--- config.mk ---
export PLATFORM = sky130hd
export DESIGN_NAME = fp_norm_ctrl
export DESIGN_NICKNAME = d
export VERILOG_FILES = /design/src/rtl/fp_norm_pkg.sv /design/src/rtl/fp_norm_step.sv /design/src/rtl/fp_norm_ctrl.sv
export SDC_FILE = /design/constraint.sdc
export NUM_CORES = 1
export LEC_CHECK = 0
export ABC_AREA = 0
export BUFFER_PORTS_ARGS = -buffer_cell sky130_fd_sc_hd__buf_2
export CAP_MARGIN = 20
export CORE_MARGIN = 10
export CORE_UTILIZATION = 61
export CTS_BUF_LIST = sky130_fd_sc_hd__clkbuf_8
export CTS_CLUSTER_SIZE = 25
export DETAILED_ROUTE_END_ITERATION = 8
export PLACE_DENSITY = 0.85
export RECOVER_POWER = 50
export SETUP_SLACK_MARGIN = 0.02
export SYNTH_ARGS = -nofsm -noshare
export SYNTH_HDL_FRONTEND = slang
export SYNTH_HIERARCHICAL = 1
export SYNTH_SLANG_ARGS = --single-unit
--- constraint.sdc ---
create_clock -name clk -period 5 [get_ports clk]
set_input_delay 0.5 -clock clk [delete_from_list [all_inputs] [get_ports clk]]
set_output_delay 0.5 -clock clk [all_outputs]
set_load 0.05 [all_outputs]
--- src/rtl/fp_norm_pkg.sv ---
// -----------------------------------------------------------------------------
// fp_norm_pkg
//   Shared definitions for the floating-point mantissa normalizer.
//   - Default exponent / mantissa widths.
//   - Bit positions of the fields in the operand A and in the result fnum.
//     These are given for the default widths.
//   - Width of the shift-amount counter.
//   - FSM state enum.
// -----------------------------------------------------------------------------
package fp_norm_pkg;

    // Default field widths. The mantissa width includes the explicit leading bit.
    localparam int EXP_W_D = 8;
    localparam int MAN_W_D = 24;

    // Operand A layout: {sign, exponent, mantissa}. It is 33 bits wide.
    localparam int A_W        = 1 + EXP_W_D + MAN_W_D;
    localparam int A_SIGN_BIT = EXP_W_D + MAN_W_D;        // 32
    localparam int A_EXP_HI   = EXP_W_D + MAN_W_D - 1;    // 31
    localparam int A_EXP_LO   = MAN_W_D;                  // 24
    localparam int A_MAN_HI   = MAN_W_D - 1;              // 23
    localparam int A_MAN_LO   = 0;

    // Result fnum layout: {sign, exponent, mantissa without leading bit}.
    // It is 32 bits wide.
    localparam int F_W        = EXP_W_D + MAN_W_D;
    localparam int F_SIGN_BIT = EXP_W_D + MAN_W_D - 1;    // 31
    localparam int F_EXP_HI   = EXP_W_D + MAN_W_D - 2;    // 30
    localparam int F_EXP_LO   = MAN_W_D - 1;              // 23
    localparam int F_MAN_HI   = MAN_W_D - 2;              // 22
    localparam int F_MAN_LO   = 0;

    // Shift counter width. A 24-bit mantissa needs at most 23 shifts.
    localparam int SHAMT_W = 5;

    // Controller states. "done" is a registered pulse and is not a state.
    typedef enum logic [0:0] {
        IDLE = 1'b0,
        NORM = 1'b1
    } state_t;

endpackage : fp_norm_pkg

--- src/rtl/fp_norm_step.sv ---
// -----------------------------------------------------------------------------
// fp_norm_step
//   Combinational single normalization step, used by fp_norm_ctrl.
//   Given the working mantissa and exponent, this module:
//   - Produces the candidate next values: the mantissa shifted left by one
//     with zero fill, and the exponent minus one.
//   - Produces the three termination tests for the current values.
//
// Ports
//   man       in   MAN_W   working mantissa (leading bit included)
//   exp       in   EXP_W   working exponent (unsigned)
//   man_sh    out  MAN_W   man << 1, zero fill
//   exp_dec   out  EXP_W   exp - 1
//   lead      out  1       leading bit of man is set (already normalized)
//   man_zero  out  1       man is all zeros
//   exp_zero  out  1       exp is zero (no room left to shift)
// -----------------------------------------------------------------------------
module fp_norm_step
    import fp_norm_pkg::*;
#(
    parameter int EXP_W = EXP_W_D,
    parameter int MAN_W = MAN_W_D
) (
    input  logic [MAN_W-1:0] man,
    input  logic [EXP_W-1:0] exp,
    output logic [MAN_W-1:0] man_sh,
    output logic [EXP_W-1:0] exp_dec,
    output logic             lead,
    output logic             man_zero,
    output logic             exp_zero
);

    assign man_sh   = {man[MAN_W-2:0], 1'b0};

    // The controller uses exp_dec only when exp_zero is clear,
    // so this subtraction never wraps below zero.
    assign exp_dec  = exp - EXP_W'(1);

    assign lead     = man[MAN_W-1];
    assign man_zero = (man == '0);
    assign exp_zero = (exp == '0);

endmodule : fp_norm_step

--- src/rtl/fp_norm_ctrl.sv ---
// -----------------------------------------------------------------------------
// fp_norm_ctrl
//   Multi-cycle normalizer for a sign/exponent/mantissa operand.
//
//   In IDLE, a start pulse latches the operand A. The controller then moves
//   to NORM. In NORM, the termination tests are evaluated first, every cycle.
//   The operation terminates when any of these holds:
//   - the leading mantissa bit is set;
//   - the mantissa is zero;
//   - the exponent is zero.
//   On termination, the result registers are loaded, done pulses for one
//   cycle, and the FSM returns to IDLE on the same edge. Otherwise, the
//   mantissa shifts left by one, the exponent drops by one, and the shift
//   count goes up by one.
//
//   Timing: start is sampled in cycle 0. NORM occupies cycles 1..k+1, where
//   k is the number of shifts. done is high in cycle k+2.
//
//   Result encoding:
//   - Normalized:   {sign, exp, man[MAN_W-2:0]}, zero=0, underflow=0.
//   - Zero mantissa: {sign, 0, 0}, zero=1, underflow=0.
//   - Exponent ran out before the leading bit appeared:
//                   {sign, 0, shifted man[MAN_W-2:0]} (denormal), underflow=1.
//
//   Handshake: start is a request that is accepted only while the FSM is
//   IDLE (busy low). While busy is high, start is ignored and the latched
//   operand is not disturbed. done is a single-cycle valid strobe for fnum,
//   shamt, zero and underflow. There is no back-pressure. The result
//   registers hold their values until the next done.
//
// Ports
//   clk        in   1                rising-edge clock
//   rst        in   1                synchronous active-high reset
//   start      in   1                normalize request (IDLE only)
//   A          in   1+EXP_W+MAN_W    {sign, exponent, mantissa}
//   busy       out  1                operation in NORM
//   done       out  1                one-cycle result strobe
//   fnum       out  EXP_W+MAN_W      {sign, exponent, mantissa w/o leading bit}
//   shamt      out  SHAMT_W          left shifts applied
//   zero       out  1                input mantissa was zero
//   underflow  out  1                exponent hit 0 before leading bit set
//   state_dbg  out  state_t          current FSM state, for observation
// -----------------------------------------------------------------------------
module fp_norm_ctrl
    import fp_norm_pkg::*;
#(
    parameter int EXP_W = EXP_W_D,
    parameter int MAN_W = MAN_W_D
) (
    input  logic                   clk,
    input  logic                   rst,
    input  logic                   start,
    input  logic [EXP_W+MAN_W:0]   A,
    output logic                   busy,
    output logic                   done,
    output logic [EXP_W+MAN_W-1:0] fnum,
    output logic [SHAMT_W-1:0]     shamt,
    output logic                   zero,
    output logic                   underflow,
    output state_t                 state_dbg
);

    // Field positions of A, derived from the parameters.
    localparam int SIGN_BIT = EXP_W + MAN_W;
    localparam int EXP_HI   = EXP_W + MAN_W - 1;
    localparam int EXP_LO   = MAN_W;

    // ------------------------------------------------------------------
    // Working registers
    // ------------------------------------------------------------------
    state_t             state;
    logic               sign_r;
    logic [EXP_W-1:0]   exp_r;
    logic [MAN_W-1:0]   man_r;
    logic [SHAMT_W-1:0] cnt_r;

    // ------------------------------------------------------------------
    // One-step datapath and termination tests
    // ------------------------------------------------------------------
    logic [MAN_W-1:0] man_sh;
    logic [EXP_W-1:0] exp_dec;
    logic             lead;
    logic             man_zero;
    logic             exp_zero;

    fp_norm_step #(
        .EXP_W (EXP_W),
        .MAN_W (MAN_W)
    ) u_step (
        .man      (man_r),
        .exp      (exp_r),
        .man_sh   (man_sh),
        .exp_dec  (exp_dec),
        .lead     (lead),
        .man_zero (man_zero),
        .exp_zero (exp_zero)
    );

    // ------------------------------------------------------------------
    // FSM, counters and result registers
    // ------------------------------------------------------------------
    always_ff @(posedge clk) begin
        if (rst) begin
            state     <= IDLE;
            busy      <= 1'b0;
            done      <= 1'b0;
            fnum      <= '0;
            shamt     <= '0;
            zero      <= 1'b0;
            underflow <= 1'b0;
            sign_r    <= 1'b0;
            exp_r     <= '0;
            man_r     <= '0;
            cnt_r     <= '0;
        end else begin
            // done is a pulse. Clear it unless a termination re-asserts it below.
            done <= 1'b0;

            unique case (state)
                IDLE: begin
                    if (start) begin
                        sign_r <= A[SIGN_BIT];
                        exp_r  <= A[EXP_HI:EXP_LO];
                        man_r  <= A[MAN_W-1:0];
                        cnt_r  <= '0;
                        busy   <= 1'b1;
                        state  <= NORM;
                    end
                end

                NORM: begin
                    // The zero test comes first: a zero mantissa must report
                    // zero and not underflow, even when the exponent is also 0.
                    // The leading-bit test comes next: an operand that is
                    // already normalized with exponent 0 is not an underflow.
                    if (man_zero) begin
                        fnum      <= {sign_r, {(EXP_W+MAN_W-1){1'b0}}};
                        shamt     <= cnt_r;
                        zero      <= 1'b1;
                        underflow <= 1'b0;
                        done      <= 1'b1;
                        busy      <= 1'b0;
                        state     <= IDLE;
                    end else if (lead) begin
                        fnum      <= {sign_r, exp_r, man_r[MAN_W-2:0]};
                        shamt     <= cnt_r;
                        zero      <= 1'b0;
                        underflow <= 1'b0;
                        done      <= 1'b1;
                        busy      <= 1'b0;
                        state     <= IDLE;
                    end else if (exp_zero) begin
                        // Denormal result: exp_r is zero here, and the
                        // mantissa keeps the shifts applied so far.
                        fnum      <= {sign_r, {EXP_W{1'b0}}, man_r[MAN_W-2:0]};
                        shamt     <= cnt_r;
                        zero      <= 1'b0;
                        underflow <= 1'b1;
                        done      <= 1'b1;
                        busy      <= 1'b0;
                        state     <= IDLE;
                    end else begin
                        man_r <= man_sh;
                        exp_r <= exp_dec;
                        cnt_r <= cnt_r + SHAMT_W'(1);
                    end
                end

                default: begin
                    state <= IDLE;
                    busy  <= 1'b0;
                end
            endcase
        end
    end

    assign state_dbg = state;

endmodule : fp_norm_ctrl

==> impl_metrics.toml, run 1 <==
[grt]
overflow = 0
grt_max_degree = 56
grt_pass1_vias = 2746
antenna_found_initial = 0
grt_pass1_wl_um = 13790
grt_usage_pct = 17.05

[outcome]
violations = "max-capacitance violations, max-slew violations"
run_status = "finished, violations left"

[route]
viasPerCell = 5.889
drt-initial-drc-count = 173
drc = 0
routedWlPerCell_um = 17.74
wl_met3_um = 515
wl_um = 8498
top_layer = "met4"
postRouteAntennaNets = 0
routed-wl-met2_um = 4131
firstDrtPassIters = 5
route.vias.total = 2821
met1Wirelength_um = 3683

[worst_setup_path]
critPathLaunch = "man_r[1]$_SDFFE_PP0P_"
critPathMaxFanout = 19
endpoint = "fnum[29]$_SDFFE_PP0P_"
arrival_ns = 3.35
rr_startpoint = "man_r[1]$_SDFFE_PP0P_"
reg2reg_to = "fnum[29]$_SDFFE_PP0P_"
reg2reg_depth = 7
worstPathRequired_ns = 5.24
worstSetupPathType = "register to register"
reg2reg_slack_ns = 1.88
worstSetupStartpointType = "register"
end_kind = "register"

[clock_tree]
clockBufferDepth = 2
post_cts_resized = 0
numCtsBuffers = 9
cts-root-buf = "clkbuf_8"
htree_levels = 3
clk_pin_slew_ns = 0.08
clock_latency_ns = 0.35
cts_sinks = 80
hold_buffers = 0
post_cts_buffers = 0
cts_tree = "done"

[synth]
syn_area_per_cell_um2 = 10.42
syn_nets = 398
synth_area_um2 = 3742
synth_flop_cell = "dfxtp_1"
syn_inst = 359
synth-seq-cells = 80
synthArstFlopShare_pct = 0
synth.yosys.warnings = 6
synth_top_cell_by_area = "dfxtp_1"
synth_cell_types = 42
synth_edf_count = 0
synth_top_area_share_pct = 42.80
synthTopCellsByArea = "dfxtp_1 (43%), a211oi_2 (9.7%), mux2i_1 (9.4%), a22o_1 (6.6%), buf_4 (6.2%)"
ys_seq_area_share_pct = 42.80

[placement]
gp_congestion = 0.8135
hpwl_um = 5604
port-buffer-count = 77
placed_area_um2 = 3867

[sta]
worstMarginPinSlew_ns = 1.725
skew_ns = 0.006758
slew_headroom_pct = -14.97
max_freq_mhz = 320.7
slew_viol_final = 41
setup-tns-final_ns = 0
layout_min_cycle_time_ns = 3.118
hold_violations = 0
rsz0062_at_grt = "no"
min_period_over_period_pct = 62.37
finalSetupViolations = 0

[run]
cap_violations = 1

[hold_path]
min_path_type = "input port to register"

[floorplan]
fp-row-count = 28
die_h_um = 98.33
core_um2 = 5956
start_util_pct = 62.84
io_pins = 78
die_w_um = 98.33
fp.dieArea_um2 = 9668

[pwr]
cellPowerDensity_nw_per_um2 = 398.6
peakVddDrop_mv = 0.2137
leakagePower_nw = 1.511

[finish]
filler_cell_count = 490
nets = 438
drive_gt1_share_pct = 23.02
final_design_area_no_fill_um2 = 4051
most-common-layout-cells = "dfxtp_1 (79), clkbuf_1 (45), mux2i_1 (35), buf_2 (35), nor3_1 (32)"
seqCellArea_um2 = 1603
final_common_cell = "dfxtp_1"
syn2layout_area_growth_pct = 8.258
diodes = 0
multi_input_area_um2 = 1725
-- layout make-up --
class                      count  area share (%)
inverter                       4          0.3706
sequential                    80           39.56
timing repair buffer          84           9.728
clock inverter                 6           2.038
clock buffer                  10           3.397
multi-input combinational    220           42.59
tap                           75           2.316
-- flip-flops by register name, indices dropped and copies added, names as in the netlist --
name,cells
underflow,1
exp_r,8
done,1
shamt,5
cnt_r,5
man_r,24
state_dbg,1
fnum,32
zero,1
sign_r,1
busy,1
-- cells by family (layout without fill, tap and decap cells) --
family | Yosys count | after routing | share of synthesized area (%)
adders and majority gates | 3 | 3 | 1.003
xor gates and xnor gates | 6 | 6 | 1.404
other | 1 | 1 | 0.1002
DFF | 80 | 80 | 42.80
muxes | 35 | 35 | 9.362
buffers and inverters | 59 | 104 | 11.13
and+or+nand+nor | 94 | 94 | 14.01
AOI/OAI and AO/OA | 81 | 81 | 20.19
-- through the flow --
stage          power [mW]  hold slack, ns  worst slack [ns]  util (%)  std cells
2_1_floorplan       1.078          0.4321             3.126         -        359
3_3_place_gp        1.092          0.4427             2.210     64.94        461
3_5_place_dp        1.103          0.4499             2.144     64.94        461
4_1_cts             1.621          0.3908             2.052     68.63        477
5_1_grt             1.683          0.4208             1.721     68.03        479
6_report            1.615          0.4031             1.882     68.03        479
-- Yosys cell counts (all sizes together), types with 4 or more instances --
cell,count
dfxtp,80
buf,51
mux2i,35
nor3,33
a211oi,32
a22o,28
nand2,23
a21oi,14
nor2,8
nor4,8
nand3,5
clkbuf,4
inv,4
or3,4
xor2,4
-- per-layer routing --
metal / track usage [%] / vias up
li1: - / 1367
met1: 21.20 / 1351
met3: 4.792 / 16
met4: 8.049 / 0
met2: 26.58 / 87
met5: 0 / -
-- how the worst min path moves through the flow --
stage	end	slack [ns]	cells after the start	from
after floorplan	fnum[31]$_SDFFE_PP0P_	0.43	2	sign_r$_SDFFE_PP0P_
after global placement	busy$_SDFFE_PP0P_	0.44	1	busy$_SDFFE_PP0P_
after detailed placement	shamt[1]$_SDFFE_PP0P_	0.45	2	shamt[1]$_SDFFE_PP0P_
after CTS	sign_r$_SDFFE_PP0P_	0.39	3	A[32]
after global routing	sign_r$_SDFFE_PP0P_	0.42	3	A[32]
final	sign_r$_SDFFE_PP0P_	0.40	3	A[32]
-- where the power goes --
group	total (mW)	switching (mW)	internal, mW	leakage [nW]
combinational	0.343	0.212	0.131	0.739
sequential	0.749	0.0600	0.688	0.654
clock	0.523	0.230	0.293	0.118
total	1.61	0.502	1.11	1.51
-- critical path: stages, from the launching register on --
cell and delay, ns:
dfxtp_1 0.35, nor4_1 0.48, nand4_1 0.16, nor2_1 0.67, o31a_1 0.52, nor2_1 0.32, buf_8 0.27, a22o_1 0.23
Note: power is estimated with default switching activity, not from simulation.
==> run 2, diff against run 1 <==
CORE_UTILIZATION = 51   (was 61)
PLACE_DENSITY = 0.75   (was 0.85)
clock period = 2.8 ns   (was 5 ns; I/O delays follow)
==> impl_metrics.toml, run 2 (synthesis gave the netlist of run 1 again) <==
[worst_setup_path]
cp_top_family = "simple AND/OR/NAND/NOR gates"
endpoint = "exp_r[4]$_SDFFE_PP0P_"
critPathSlowestCell = "nor4_1"
cp.depth = 7
path_cells = "nor4_1 -> nand4_1 -> nor2_1 -> or4b_1 -> nand2_2 -> clkbuf_4 -> a211oi_1"
reg2reg_depth = 7
end_kind = "register"
worstSetupStartpointType = "register"
reg2reg_slack_ns = 0.25
slowest_delay_ns = 0.48
cp_num_buf_inv = 1
arrival_ns = 2.81
critPathMaxFanout = 32
reg2reg_to = "exp_r[4]$_SDFFE_PP0P_"
rr_startpoint = "man_r[1]$_SDFFE_PP0P_"
worstPathRequired_ns = 3.06
critPathLaunch = "man_r[1]$_SDFFE_PP0P_"
worstSetupPathType = "register to register"

[finish]
final_design_area_no_fill_um2 = 4093
largest_reg_flops = 32
nets = 445
final_cells = 509
top_regs = "fnum: 32 flops, man_r: 24 flops, exp_r: 8 flops"
drive_gt1_share_pct = 25.61
regMostFlops = "fnum"
syn2layout_area_growth_pct = 9.362
final_common_cell = "dfxtp_1"
most-common-layout-cells = "dfxtp_1 (79), clkbuf_1 (42), mux2i_1 (35), buf_2 (35), nor3_1 (32)"
diodes = 0
fin_util_pct = 57.04

[route]
wl_um = 8693
viasPerCell = 5.497
postRouteAntennaNets = 0
routedWlPerCell_um = 17.08
firstDrtPassIters = 4
drc = 0
route.vias.total = 2798
drt-initial-drc-count = 170

[pwr]
leakagePower_nw = 1.521
p_total_mw = 2.797
peakVddDrop_mv = 0.2791
cellPowerDensity_nw_per_um2 = 683.4

[sta]
worstMarginPinSlew_ns = 0.7233
slew_viol_final = 0
finalSetupViolations = 0
skew_ns = 0.01080
min_period_over_period_pct = 91.19
hold_violations = 0
setup-tns-final_ns = 0
rsz0062_at_grt = "no"
max_freq_mhz = 391.6
layout_min_cycle_time_ns = 2.553
slew_headroom_pct = 51.78

[floorplan]
fp.dieArea_um2 = 11160
io_pins = 78
die_h_um = 105.7
die_w_um = 105.7
core_um2 = 7176
start_util_pct = 52.15
fp-row-count = 31

[placement]
hpwl_um = 6098
gp_congestion = 0.8104
port-buffer-count = 77
placed_area_um2 = 3978
place_inst = 494

[grt]
grt_max_degree = 41
grt_pass1_vias = 2860
grt_usage_pct = 15.68
overflow = 0
grt_pass1_wl_um = 14580
antenna_found_initial = 0

[clock_tree]
clk_pin_slew_ns = 0.08
hold_buffers = 0
clock_latency_ns = 0.35
numCtsBuffers = 9
clockBufferDepth = 2
post_cts_resized = 0
cts-root-buf = "clkbuf_8"
post_cts_buffers = 0
cts_tree = "done"
cts_sinks = 80
htree_levels = 3

[run]
cap_violations = 0

[outcome]
run_status = "complete, no violations"

[hold_path]
min_path_type = "input port to register"
[run 2: changes by cell type in the layout (fill, tap and decap cells not counted), sizes merged]
cell / before / now
buf: 39 / 47
clkinvlp: 0 / 3
inv: 6 / 4
bufinv: 2 / 1
clkbuf: 55 / 54
clkinv: 2 / 1
[run 2: worst min-delay path by stage]
stage	slack (ns)	cells after the start	end	from
2_1_floorplan	0.42	2	sign_r$_SDFFE_PP0P_	A[32]
3_3_place_gp	0.44	2	fnum[31]$_SDFFE_PP0P_	fnum[31]$_SDFFE_PP0P_
3_5_place_dp	0.45	2	shamt[0]$_SDFFE_PP0P_	shamt[0]$_SDFFE_PP0P_
4_1_cts	0.15	3	sign_r$_SDFFE_PP0P_	A[32]
5_1_grt	0.19	3	sign_r$_SDFFE_PP0P_	A[32]
6_report	0.17	3	sign_r$_SDFFE_PP0P_	A[32]
[run 2: cell type report]
type	instances	area, um^2
repair buffers	91	435.4
multi-input cells	220	1720
fillers	634	3083
clock buffers	10	137.6
well taps	99	123.9
flip-flops and latches	80	1603
inverters	4	15.01
clock inverters	5	57.56
[run 2: worst min-delay path: stages]
cell and delay, ns:
buf_2 0.10, nand2_1 0.05, a21oi_1 0.05
[run 2: through the flow]
step	worst slack, ns	hold WS (ns)
floorplan	0.9263	0.4160
global placement	0.4110	0.4416
detailed placement	0.3216	0.4530
CTS	0.3119	0.1511
global route	0.08449	0.1856
finish	0.2466	0.1722
[run 2: layer usage]
metal  track usage (%)  share of wire, %  up-vias
met2             24.16                46       86
met4             4.739              0.68        0
met3             5.481               6.7        5
met5                 0                 0        -
li1                  -                 -     1378
met1             20.14                46     1329
[run 2: power breakdown]
part           switching (mW)  internal (mW)  leakage (nW)
Clock                   0.411          0.429        0.0904
Combinational           0.384          0.242         0.776
Sequential              0.102           1.23         0.654
Total                   0.896           1.90          1.52
==> run 3, diff against run 2 <==
GPL_TIMING_DRIVEN = 0   (was not set)
PLACE_DENSITY = not set   (was 0.75)
PLACE_DENSITY_LB_ADDON = 0.12   (was not set)
==> impl_metrics.toml, run 3 (synthesis gave the netlist of run 1 again) <==
[clock_tree]
clockBufferDepth = 2
cts_tree = "done"
post_cts_buffers = 0
hold_buffers = 0
numCtsBuffers = 9
clock_latency_ns = 0.36
post_cts_resized = 0
cts-root-buf = "clkbuf_8"
htree_levels = 3
clk_pin_slew_ns = 0.08
cts_sinks = 80

[sta]
slew_viol_final = 0
skew_ns = 0.009241
setup-tns-final_ns = 0
worstMarginPinSlew_ns = 0.7464
slew_headroom_pct = 50.03
hold_violations = 0
rsz0062_at_grt = "no"
min_period_over_period_pct = 89.16
max_freq_mhz = 400.6
finalSetupViolations = 0
layout_min_cycle_time_ns = 2.496

[pwr]
leakagePower_nw = 1.739
cellPowerDensity_nw_per_um2 = 702.0
peakVddDrop_mv = 0.3537

[floorplan]
core_um2 = 7176
fp.dieArea_um2 = 11160
start_util_pct = 52.15
io_pins = 78
fp-row-count = 31
die_h_um = 105.7
die_w_um = 105.7

[worst_setup_path]
cp_top_family = "simple AND/OR/NAND/NOR gates"
end_kind = "register"
reg2reg_to = "underflow$_SDFFE_PP0P_"
worstPathRequired_ns = 3.10
critPathSlowestCell = "nor4_1"
worstSetupPathType = "register to register"
arrival_ns = 2.79
critPathMaxFanout = 10
path_cells = "nor4_1 -> nand4_1 -> nor2_1 -> clkbuf_1 -> o31ai_1 -> or3_2 -> a21oi_1"
reg2reg_depth = 7
rr_startpoint = "man_r[0]$_SDFFE_PP0P_"
slowest_delay_ns = 0.49
cp_num_buf_inv = 1
reg2reg_slack_ns = 0.30
worstSetupStartpointType = "register"

[placement]
place_inst = 534
hpwl_um = 6790
port-buffer-count = 76
gp_congestion = 0.7985

[route]
firstDrtPassIters = 4
viasPerCell = 5.356
route.vias.total = 2946
postRouteAntennaNets = 0
drt-initial-drc-count = 106
drc = 0
routedWlPerCell_um = 16.97
wl_um = 9334

[run]
cap_violations = 0

[grt]
grt_max_degree = 14
antenna_found_initial = 0
overflow = 0
grt_pass1_vias = 2984
grt_pass1_wl_um = 15120
grt_usage_pct = 16.53

[finish]
final_common_cell = "dfxtp_1"
regMostFlops = "fnum"
final_cells = 550
drive_gt1_share_pct = 29.71
top_regs = "fnum: 32 flops, man_r: 24 flops, exp_r: 8 flops"
fin_util_pct = 61.69
nets = 485
most-common-layout-cells = "dfxtp_1 (80), clkbuf_1 (49), buf_2 (42), mux2i_1 (35), nor3_1 (32)"
largest_reg_flops = 32
diodes = 0
syn2layout_area_growth_pct = 18.29

[hold_path]
hold_path.startpoint = "A[32]"
min_path_type = "input port to register"
hold_end = "sign_r$_SDFFE_PP0P_"
whs_path_depth = 3

[outcome]
run_status = "complete, no violations"
run 3: changes by cell type in the layout (fill, tap and decap cells not counted), sizes merged:
cell      before  now
clkinvlp       3    0
inv            4    5
bufinv         1    3
clkbuf        54   59
clkinv         1    2
buf           47   82
run 3: report_power, final:
group,leakage [nW],switching (mW),internal [mW]
sequential,0.654,0.102,1.23
clock,0.128,0.426,0.614
combinational,0.958,0.414,0.324
total,1.74,0.941,2.17
run 3: metal layers:
metal	global-route usage, %	part of all wire (%)	vias up
met5	0	0	-
met4	6.480	1.6	0
met3	4.994	4.4	11
met2	25.84	46	55
met1	20.85	48	1411
li1	-	-	1469
run 3: worst max-delay path by stage:
| stage | from | end | slack (ns) | cells past startpoint |
|---|---|---|---|---|
| 5_1_grt | man_r[0]$_SDFFE_PP0P_ | underflow$_SDFFE_PP0P_ | 0.18 | 7 |
| 2_1_floorplan | exp_r[4]$_SDFFE_PP0P_ | fnum[26]$_SDFFE_PP0P_ | 0.93 | 8 |
| 3_3_place_gp | man_r[0]$_SDFFE_PP0P_ | fnum[24]$_SDFFE_PP0P_ | 0.50 | 9 |
| 4_1_cts | man_r[0]$_SDFFE_PP0P_ | fnum[29]$_SDFFE_PP0P_ | 0.49 | 9 |
| 3_5_place_dp | man_r[0]$_SDFFE_PP0P_ | fnum[29]$_SDFFE_PP0P_ | 0.51 | 9 |
| 6_report | man_r[0]$_SDFFE_PP0P_ | underflow$_SDFFE_PP0P_ | 0.30 | 7 |
run 3: worst reg2reg max path: stages, from the launching register on:
cell and delay, ns:
dfxtp_1 0.35, nor4_1 0.49, nand4_1 0.17, nor2_1 0.21, clkbuf_1 0.38, o31ai_1 0.23, or3_2 0.45, a21oi_1 0.14
run 3: metrics by stage:
| stage | setup WS, ns | power [mW] | hold WS (ns) | area [um^2] |
|---|---|---|---|---|
| 3_5_place_dp | 0.5137 | 2.100 | 0.4481 | 4247 |
| 3_3_place_gp | 0.5013 | 2.083 | 0.4425 | 4247 |
| 6_report | 0.3036 | 3.107 | 0.1536 | 4427 |
| 2_1_floorplan | 0.9263 | 1.926 | 0.4160 | 3742 |
| 5_1_grt | 0.1840 | 3.250 | 0.1527 | 4427 |
| 4_1_cts | 0.4891 | 3.132 | 0.1466 | 4492 |
run 3: area by class of cell:
class | count | area, um^2
buffer | 55 | 389.1
tap | 99 | 123.9
timing repair buffer | 76 | 327.8
multi-input combinational | 220 | 1724
clock buffer | 10 | 137.6
clock inverter | 6 | 107.6
fill | 661 | 2749
inverter | 4 | 15.01
sequential | 80 | 1602
